### src/rtl/alu_exec_unit_if.sv
// rtl/alu_exec_unit_if.sv - operand and result handshake bundle for alu_exec_unit
interface alu_exec_unit_if #(
  parameter int XLEN = 32
);
  logic            in_valid;
  logic            in_ready;
  logic [4:0]      alu_control;
  logic [XLEN-1:0] a;
  logic [XLEN-1:0] b;
  logic            out_valid;
  logic            out_ready;
  logic [XLEN-1:0] result;
  logic            zero;
  logic            branch_taken;

  modport master (
    output in_valid, alu_control, a, b, out_ready,
    input  in_ready, out_valid, result, zero, branch_taken
  );

  modport slave (
    input  in_valid, alu_control, a, b, out_ready,
    output in_ready, out_valid, result, zero, branch_taken
  );
endinterface

### src/rtl/alu_exec_unit.sv
// rtl/alu_exec_unit.sv - execute-stage ALU with iterative shifter
// ALU_BARREL_SHIFT_EN: shifts complete combinationally at accept instead of 1 bit/cycle.
module alu_exec_unit #(
  parameter int XLEN = 32
) (
  input  logic             clk,
  input  logic             rst,
  input  logic             flush,
  alu_exec_unit_if.slave   bus
);
  localparam int SW = $clog2(XLEN);

  localparam logic [4:0] OP_SUB  = 5'b00010;
  localparam logic [4:0] OP_SLL  = 5'b00100;
  localparam logic [4:0] OP_SLT  = 5'b01000;
  localparam logic [4:0] OP_SLTU = 5'b01100;
  localparam logic [4:0] OP_XOR  = 5'b10000;
  localparam logic [4:0] OP_SRL  = 5'b10100;
  localparam logic [4:0] OP_SRA  = 5'b10110;
  localparam logic [4:0] OP_OR   = 5'b11000;
  localparam logic [4:0] OP_BGE  = 5'b11010;
  localparam logic [4:0] OP_AND  = 5'b11100;
  localparam logic [4:0] OP_BGEU = 5'b11110;
  localparam logic [4:0] OP_LUI  = 5'b11111;

`ifdef ALU_BARREL_SHIFT_EN
  typedef enum logic [1:0] {S_IDLE = 2'd0, S_DONE = 2'd2} state_t;
`else
  typedef enum logic [1:0] {S_IDLE = 2'd0, S_SHIFT = 2'd1, S_DONE = 2'd2} state_t;
`endif

  state_t          state_q, state_d;
  logic [XLEN-1:0] result_q;
  logic            zero_q;
  logic            br_q;
  logic [SW-1:0]   shamt;
  logic [XLEN-1:0] alu_res;
  logic            alu_zero;
  logic            alu_br;

  assign shamt = bus.b[SW-1:0];

`ifndef ALU_BARREL_SHIFT_EN
  logic [4:0]      code_q;
  logic [SW-1:0]   cnt_q;
  logic            is_shift;
  logic [XLEN-1:0] step_res;

  function automatic logic [XLEN-1:0] shift1(input logic [4:0] code, input logic [XLEN-1:0] v);
    case (code)
      OP_SLL:  shift1 = {v[XLEN-2:0], 1'b0};
      OP_SRA:  shift1 = {v[XLEN-1], v[XLEN-1:1]};
      default: shift1 = {1'b0, v[XLEN-1:1]};
    endcase
  endfunction

  assign is_shift = (bus.alu_control == OP_SLL) || (bus.alu_control == OP_SRL) ||
                    (bus.alu_control == OP_SRA);
  assign step_res = shift1(code_q, result_q);
`endif

  always_comb begin
    alu_res = bus.a + bus.b;
    case (bus.alu_control)
      OP_SUB:  alu_res = bus.a - bus.b;
      OP_SLT:  alu_res = {{(XLEN-1){1'b0}}, $signed(bus.a) < $signed(bus.b)};
      OP_SLTU: alu_res = {{(XLEN-1){1'b0}}, bus.a < bus.b};
      OP_BGE:  alu_res = {{(XLEN-1){1'b0}}, $signed(bus.a) >= $signed(bus.b)};
      OP_BGEU: alu_res = {{(XLEN-1){1'b0}}, bus.a >= bus.b};
      OP_XOR:  alu_res = bus.a ^ bus.b;
      OP_OR:   alu_res = bus.a | bus.b;
      OP_AND:  alu_res = bus.a & bus.b;
      OP_LUI:  alu_res = bus.b;
`ifdef ALU_BARREL_SHIFT_EN
      OP_SLL:  alu_res = bus.a << shamt;
      OP_SRL:  alu_res = bus.a >> shamt;
      OP_SRA:  alu_res = XLEN'($signed(bus.a) >>> shamt);
`else
      // The accept edge performs the first shift step, so shamt==1 finishes here too
      OP_SLL, OP_SRL, OP_SRA:
        alu_res = (shamt == '0) ? bus.a : shift1(bus.alu_control, bus.a);
`endif
      default: alu_res = bus.a + bus.b;
    endcase
    alu_zero = (alu_res == '0);
    case (bus.alu_control)
      OP_SUB:                          alu_br = alu_zero;
      OP_XOR:                          alu_br = !alu_zero;
      OP_SLT, OP_SLTU, OP_BGE, OP_BGEU: alu_br = alu_res[0];
      default:                         alu_br = 1'b0;
    endcase
  end

  always_ff @(posedge clk or posedge rst) begin
    if (rst) begin
      state_q <= S_IDLE;
    end else begin
      state_q <= state_d;
    end
  end

  always_comb begin
    state_d = state_q;
    if (flush) begin
      state_d = S_IDLE;
    end else begin
      case (state_q)
        S_IDLE: begin
          if (bus.in_valid) begin
`ifdef ALU_BARREL_SHIFT_EN
            state_d = S_DONE;
`else
            state_d = (is_shift && (shamt > SW'(1))) ? S_SHIFT : S_DONE;
`endif
          end
        end
`ifndef ALU_BARREL_SHIFT_EN
        S_SHIFT: if (cnt_q == SW'(1)) state_d = S_DONE;
`endif
        S_DONE:  if (bus.out_ready) state_d = S_IDLE;
        default: state_d = S_IDLE;
      endcase
    end
  end

  always_comb begin
    bus.in_ready  = (state_q == S_IDLE);
    bus.out_valid = (state_q == S_DONE);
  end

  // result_q doubles as the shift register while in SHIFT
  always_ff @(posedge clk or posedge rst) begin
    if (rst) begin
      result_q <= '0;
      zero_q   <= 1'b0;
      br_q     <= 1'b0;
`ifndef ALU_BARREL_SHIFT_EN
      code_q   <= '0;
      cnt_q    <= '0;
`endif
    end else if (!flush) begin
      if (state_q == S_IDLE && bus.in_valid) begin
        result_q <= alu_res;
        zero_q   <= alu_zero;
        br_q     <= alu_br;
`ifndef ALU_BARREL_SHIFT_EN
        code_q   <= bus.alu_control;
        cnt_q    <= shamt - SW'(1);
      end else if (state_q == S_SHIFT) begin
        result_q <= step_res;
        cnt_q    <= cnt_q - SW'(1);
        zero_q   <= (step_res == '0);
        br_q     <= 1'b0;
`endif
      end
    end
  end

  assign bus.result       = result_q;
  assign bus.zero         = zero_q;
  assign bus.branch_taken = br_q;
endmodule

### src/flat_wrapper.sv
// flat-port wrapper written by rule: the top's interface ports become plain ports
module alu_exec_unit_flat 
#(
  parameter int XLEN = 32
)
  (clk, rst, flush, bus_in_valid, bus_alu_control, bus_a, bus_b, bus_out_ready, bus_in_ready, bus_out_valid, bus_result, bus_zero, bus_branch_taken);
  alu_exec_unit_if #(.XLEN(XLEN)) bus_i ();
  input  logic clk;
  input  logic rst;
  input  logic flush;
  input wire logic [$bits(bus_i.in_valid)-1:0] bus_in_valid;
  input wire logic [$bits(bus_i.alu_control)-1:0] bus_alu_control;
  input wire logic [$bits(bus_i.a)-1:0] bus_a;
  input wire logic [$bits(bus_i.b)-1:0] bus_b;
  input wire logic [$bits(bus_i.out_ready)-1:0] bus_out_ready;
  output wire logic [$bits(bus_i.in_ready)-1:0] bus_in_ready;
  output wire logic [$bits(bus_i.out_valid)-1:0] bus_out_valid;
  output wire logic [$bits(bus_i.result)-1:0] bus_result;
  output wire logic [$bits(bus_i.zero)-1:0] bus_zero;
  output wire logic [$bits(bus_i.branch_taken)-1:0] bus_branch_taken;
  assign bus_i.in_valid = bus_in_valid;
  assign bus_i.alu_control = bus_alu_control;
  assign bus_i.a = bus_a;
  assign bus_i.b = bus_b;
  assign bus_i.out_ready = bus_out_ready;
  assign bus_in_ready = bus_i.in_ready;
  assign bus_out_valid = bus_i.out_valid;
  assign bus_result = bus_i.result;
  assign bus_zero = bus_i.zero;
  assign bus_branch_taken = bus_i.branch_taken;
  alu_exec_unit #(.XLEN(XLEN)) u_core (.clk(clk), .rst(rst), .flush(flush), .bus(bus_i));
endmodule
### config.mk
export PLATFORM = sky130hd
export DESIGN_NAME = alu_exec_unit_flat
export DESIGN_NICKNAME = d
export VERILOG_FILES = /design/src/rtl/alu_exec_unit_if.sv /design/src/rtl/alu_exec_unit.sv /design/src/flat_wrapper.sv
export SDC_FILE = /design/constraint.sdc
export NUM_CORES = 1
export LEC_CHECK = 0
export CORE_ASPECT_RATIO = 0.9
export CORE_MARGIN = 2
export CORE_UTILIZATION = 45
export DETAILED_ROUTE_END_ITERATION = 12
export PLACE_DENSITY = 0.66
export REMOVE_ABC_BUFFERS = 1
export SETUP_SLACK_MARGIN = 0.5
export SLEW_MARGIN = 25
export SYNTH_ARGS = -nofsm -noshare
export SYNTH_HDL_FRONTEND = slang
export SYNTH_SLANG_ARGS = --single-unit
export TNS_END_PERCENT = 50
### constraint.sdc
create_clock -name clk -period 6 [get_ports clk]
set_input_delay 1.2 -clock clk [delete_from_list [all_inputs] [get_ports clk]]
set_output_delay 1.2 -clock clk [all_outputs]
set_load 0.05 [all_outputs]
==> results.toml <==
[drt]
detail_route.wl_per_cell_um = 22.65
ant_nets = 0
viasPerCell = 6.464
drc = 0
num_vias = 11730
first_pass_iters = 6
drt_iter0_drc = 1446
wirelength_um = 41090

[floorplan]
dieHeight_um = 143.3
placementRows = 50
start_util_pct = 46.32
core_area_um2 = 20960
die_area_um2 = 22770
io_pins = 110
die_x_um = 158.8

[setup_path]
endpoint_kind = "flip-flop"
crit_chain = "clkdlybuf4s50_1 > inv_1 > ha_2 > nand4_1 > buf_4 > or2_2 > o221ai_1 > buf_4 > a311oi_2 > a221o_1 > nand2_1 > nand4_1 > or4bb_1 > nor4_4 > mux2i_1 > a22o_1"
cp_slowest_stage_delay_ns = 0.58
start_kind = "input port"
r2r_slack_ns = 3.29
path_max_fanout = 9
cp.required_ns = 6.23
crit_slowest_cell = "clkdlybuf4s50_1"
path_class = "in2reg"
cp.arrival_ns = 5.65

[synthesis]
avgSynthCellArea_um2 = 6.880
ys_seq_area_share_pct = 11.86
synth_ff_type = "dfrtp_1"
syn_area_um2 = 9708
ys_seq_elements = 46
synth_edf_count = 0
syn-instance-count = 1411
synthesis.yosys.warnings = 0
synth_cell_types = 99
synth_async_sr_flop_share_pct = 100.0

[timing]
post-route-min-period_ns = 5.414
setup_viol = 0
fin_tns_setup_ns = 0
fmax_ghz = 0.1847
rsz0062_at_grt = "false"
clock_skew_ns = 0.005527
final_hold_viol_count = 0
relSlewSlack_pct = 26.70
worst_slew_pin_slew_ns = 1.098
slew_viol_final = 0
finalCritPeriodShare_pct = 90.24

[outcome]
status = "finished, final reports clean"

[grt]
grt_antenna_before_repair = 0
grt_pass1_wl_um = 62730
grt_usage_pct = 34.78
overflow = 0
grt_pass1_vias = 10930
grt_max_degree = 47

[final_layout]
final_core_util_pct = 56.87
diodes = 0
synthToLayoutAreaGrowth_pct = 22.76
drive_gt1_share_pct = 15.05
fin_nets = 1703

[pwr]
vdd.ir_drop.worst_mv = 0.2830
p_per_area_nw_per_um2 = 199.3
leakagePower_nw = 4.979

[clocking]
cts_buffers = 5
htree_levels = 2
clk_latency_ns = 0.29
cts_tree = "yes"
cts.sink_count = 46
clkTransAtPathRegs_ns = 0.06
cts.path.max_buffers = 2
hold_buffers = 0
root_buffer = "clkbuf_16"

[flow_run]
drv_cap = 0

[placement]
io_buffer_count = 109
dpl.hpwl_um = 31510
place.gp.congestion = 1.043

[hold_path]
hold_class = "reg2reg"
## sequential cells by signal, summed over array words and instances, names as in the netlist
signal / cells
u_core.bus.result: 32
u_core.bus.zero: 1
u_core.bus.branch_taken: 1
u_core.cnt_q: 5
u_core.code_q: 5
u_core.state_q: 2
## where the power goes
part	internal [W]	total, W	switching, W
logic	0.000578	0.00156	0.000978
registers	0.000400	0.000530	0.000129
clock network	0.000165	0.000290	0.000124
## synth_stat cells (all sizes together) (8+ instances only)
master     n  area (um^2)
o31ai     23        172.7
a221oi    12        117.6
nand4     11        68.82
a22o       9        78.83
nor4      26        187.7
buf       55        347.8
nand2b    14        95.09
mux2      12        135.1
and2      12        75.08
ha       100         1251
dfrtp     46         1151
nand2    184        698.2
xnor2     12        105.1
a21oi    144        728.2
nor2     116        437.9
a2111oi   11        147.6
o21bai     8        60.06
clkbuf    47        176.4
a221o     10        100.1
nor3      48        256.5
nor2b     18        120.1
a21o       9        67.56
o21a       9        67.56
o2111ai    8        70.07
nand3     38        195.2
inv      105        394.1
o21ai     97        489.2
o211ai    26        209.0
a31oi     20        125.1
a22oi     21        162.6
or2        9        56.30
a211oi    36        290.3
## through the flow
step / instances / area, um^2 / hold slack, ns / total power (W) / setup WS, ns
5_1_grt: 1814 / 11920 / 0.5238 / 0.002510 / 0.4502
3_5_place_dp: 1798 / 11420 / 0.4981 / 0.002007 / -0.2198
3_3_place_gp: 1798 / 11420 / 0.4861 / 0.001993 / -0.04846
6_report: 1814 / 11920 / 0.5081 / 0.002375 / 0.5855
4_1_cts: 1808 / 11640 / 0.5129 / 0.002315 / 0.5010
2_1_floorplan: 1309 / 9184 / 0.4713 / 0.001430 / 0.8195
## layout by cell type, fill, tap and decap left out, types with 37 or more instances in the layout
cell / n
nor3_1: 44
inv_1: 98
nand2_1: 183
clkdlybuf4s50_1: 106
o21ai_0: 80
nor2_1: 112
buf_4: 97
ha_1: 87
a21oi_1: 138
dfrtp_1: 46
nand3_1: 37
## timing repair
action / CTS / global route
pin swaps: 3 / 9
cloned: 0 / 0
gates resized for setup: 12 / 48
setup buffers: 2 / 6
endpoints found under the setup margin: 2 / 2
## worst paths after layout
check / end / cells after the start / from
worst max-delay path: u_core.bus.branch_taken / 16 / bus_a[9]
worst min-delay path: u_core.code_q[3] / 1 / u_core.code_q[3]
worst max register to register: u_core.bus.zero / 8 / u_core.code_q[0]
worst min register to register: u_core.code_q[3] / 1 / u_core.code_q[3]
max in group asynchronous: u_core.bus.result[6] / 2 / rst
min in group asynchronous: u_core.bus.result[22] / 2 / rst
## cells by family (layout without fill, tap and decap cells)
family	after synthesis	in the layout	share of synthesized area, %
flops	46	46	11.86
mux	19	19	2.114
xor+xnor	15	15	1.353
compound gates	519	519	36.98
buf+inv	207	324	9.460
simple gates	503	503	24.94
fa+ha+maj	102	102	13.30
## worst max-delay path: cells and delay by family
| kind | cells | cell delay, ns |
|---|---|---|
| buffers and inverters | 4 | 1.11 |
| multiplexers | 1 | 0.22 |
| AO/OA/AOI/OAI | 4 | 1.06 |
| adder cells (fa/ha/maj) | 1 | 0.46 |
| AND/OR/NAND/NOR | 6 | 1.60 |
## metal layers
layer  vias up  track usage [%]  share of wire (%)
met5         -                0                  0
met3       105            6.696                9.6
met2       674            55.78                 44
li1       5423                -                  -
met4         0            13.86                4.4
met1      5524            46.33                 42
## area by class of cell
cell class | count | area [um^2]
clock inverter | 2 | 12.51
clock buffer | 6 | 138.9
inverter | 105 | 395.4
tap | 286 | 357.8
sequential | 46 | 1151
fill | 2034 | 9040
timing repair buffer | 211 | 1914
multi-input combinational | 1158 | 7948
(Power assumes the default switching activity.)
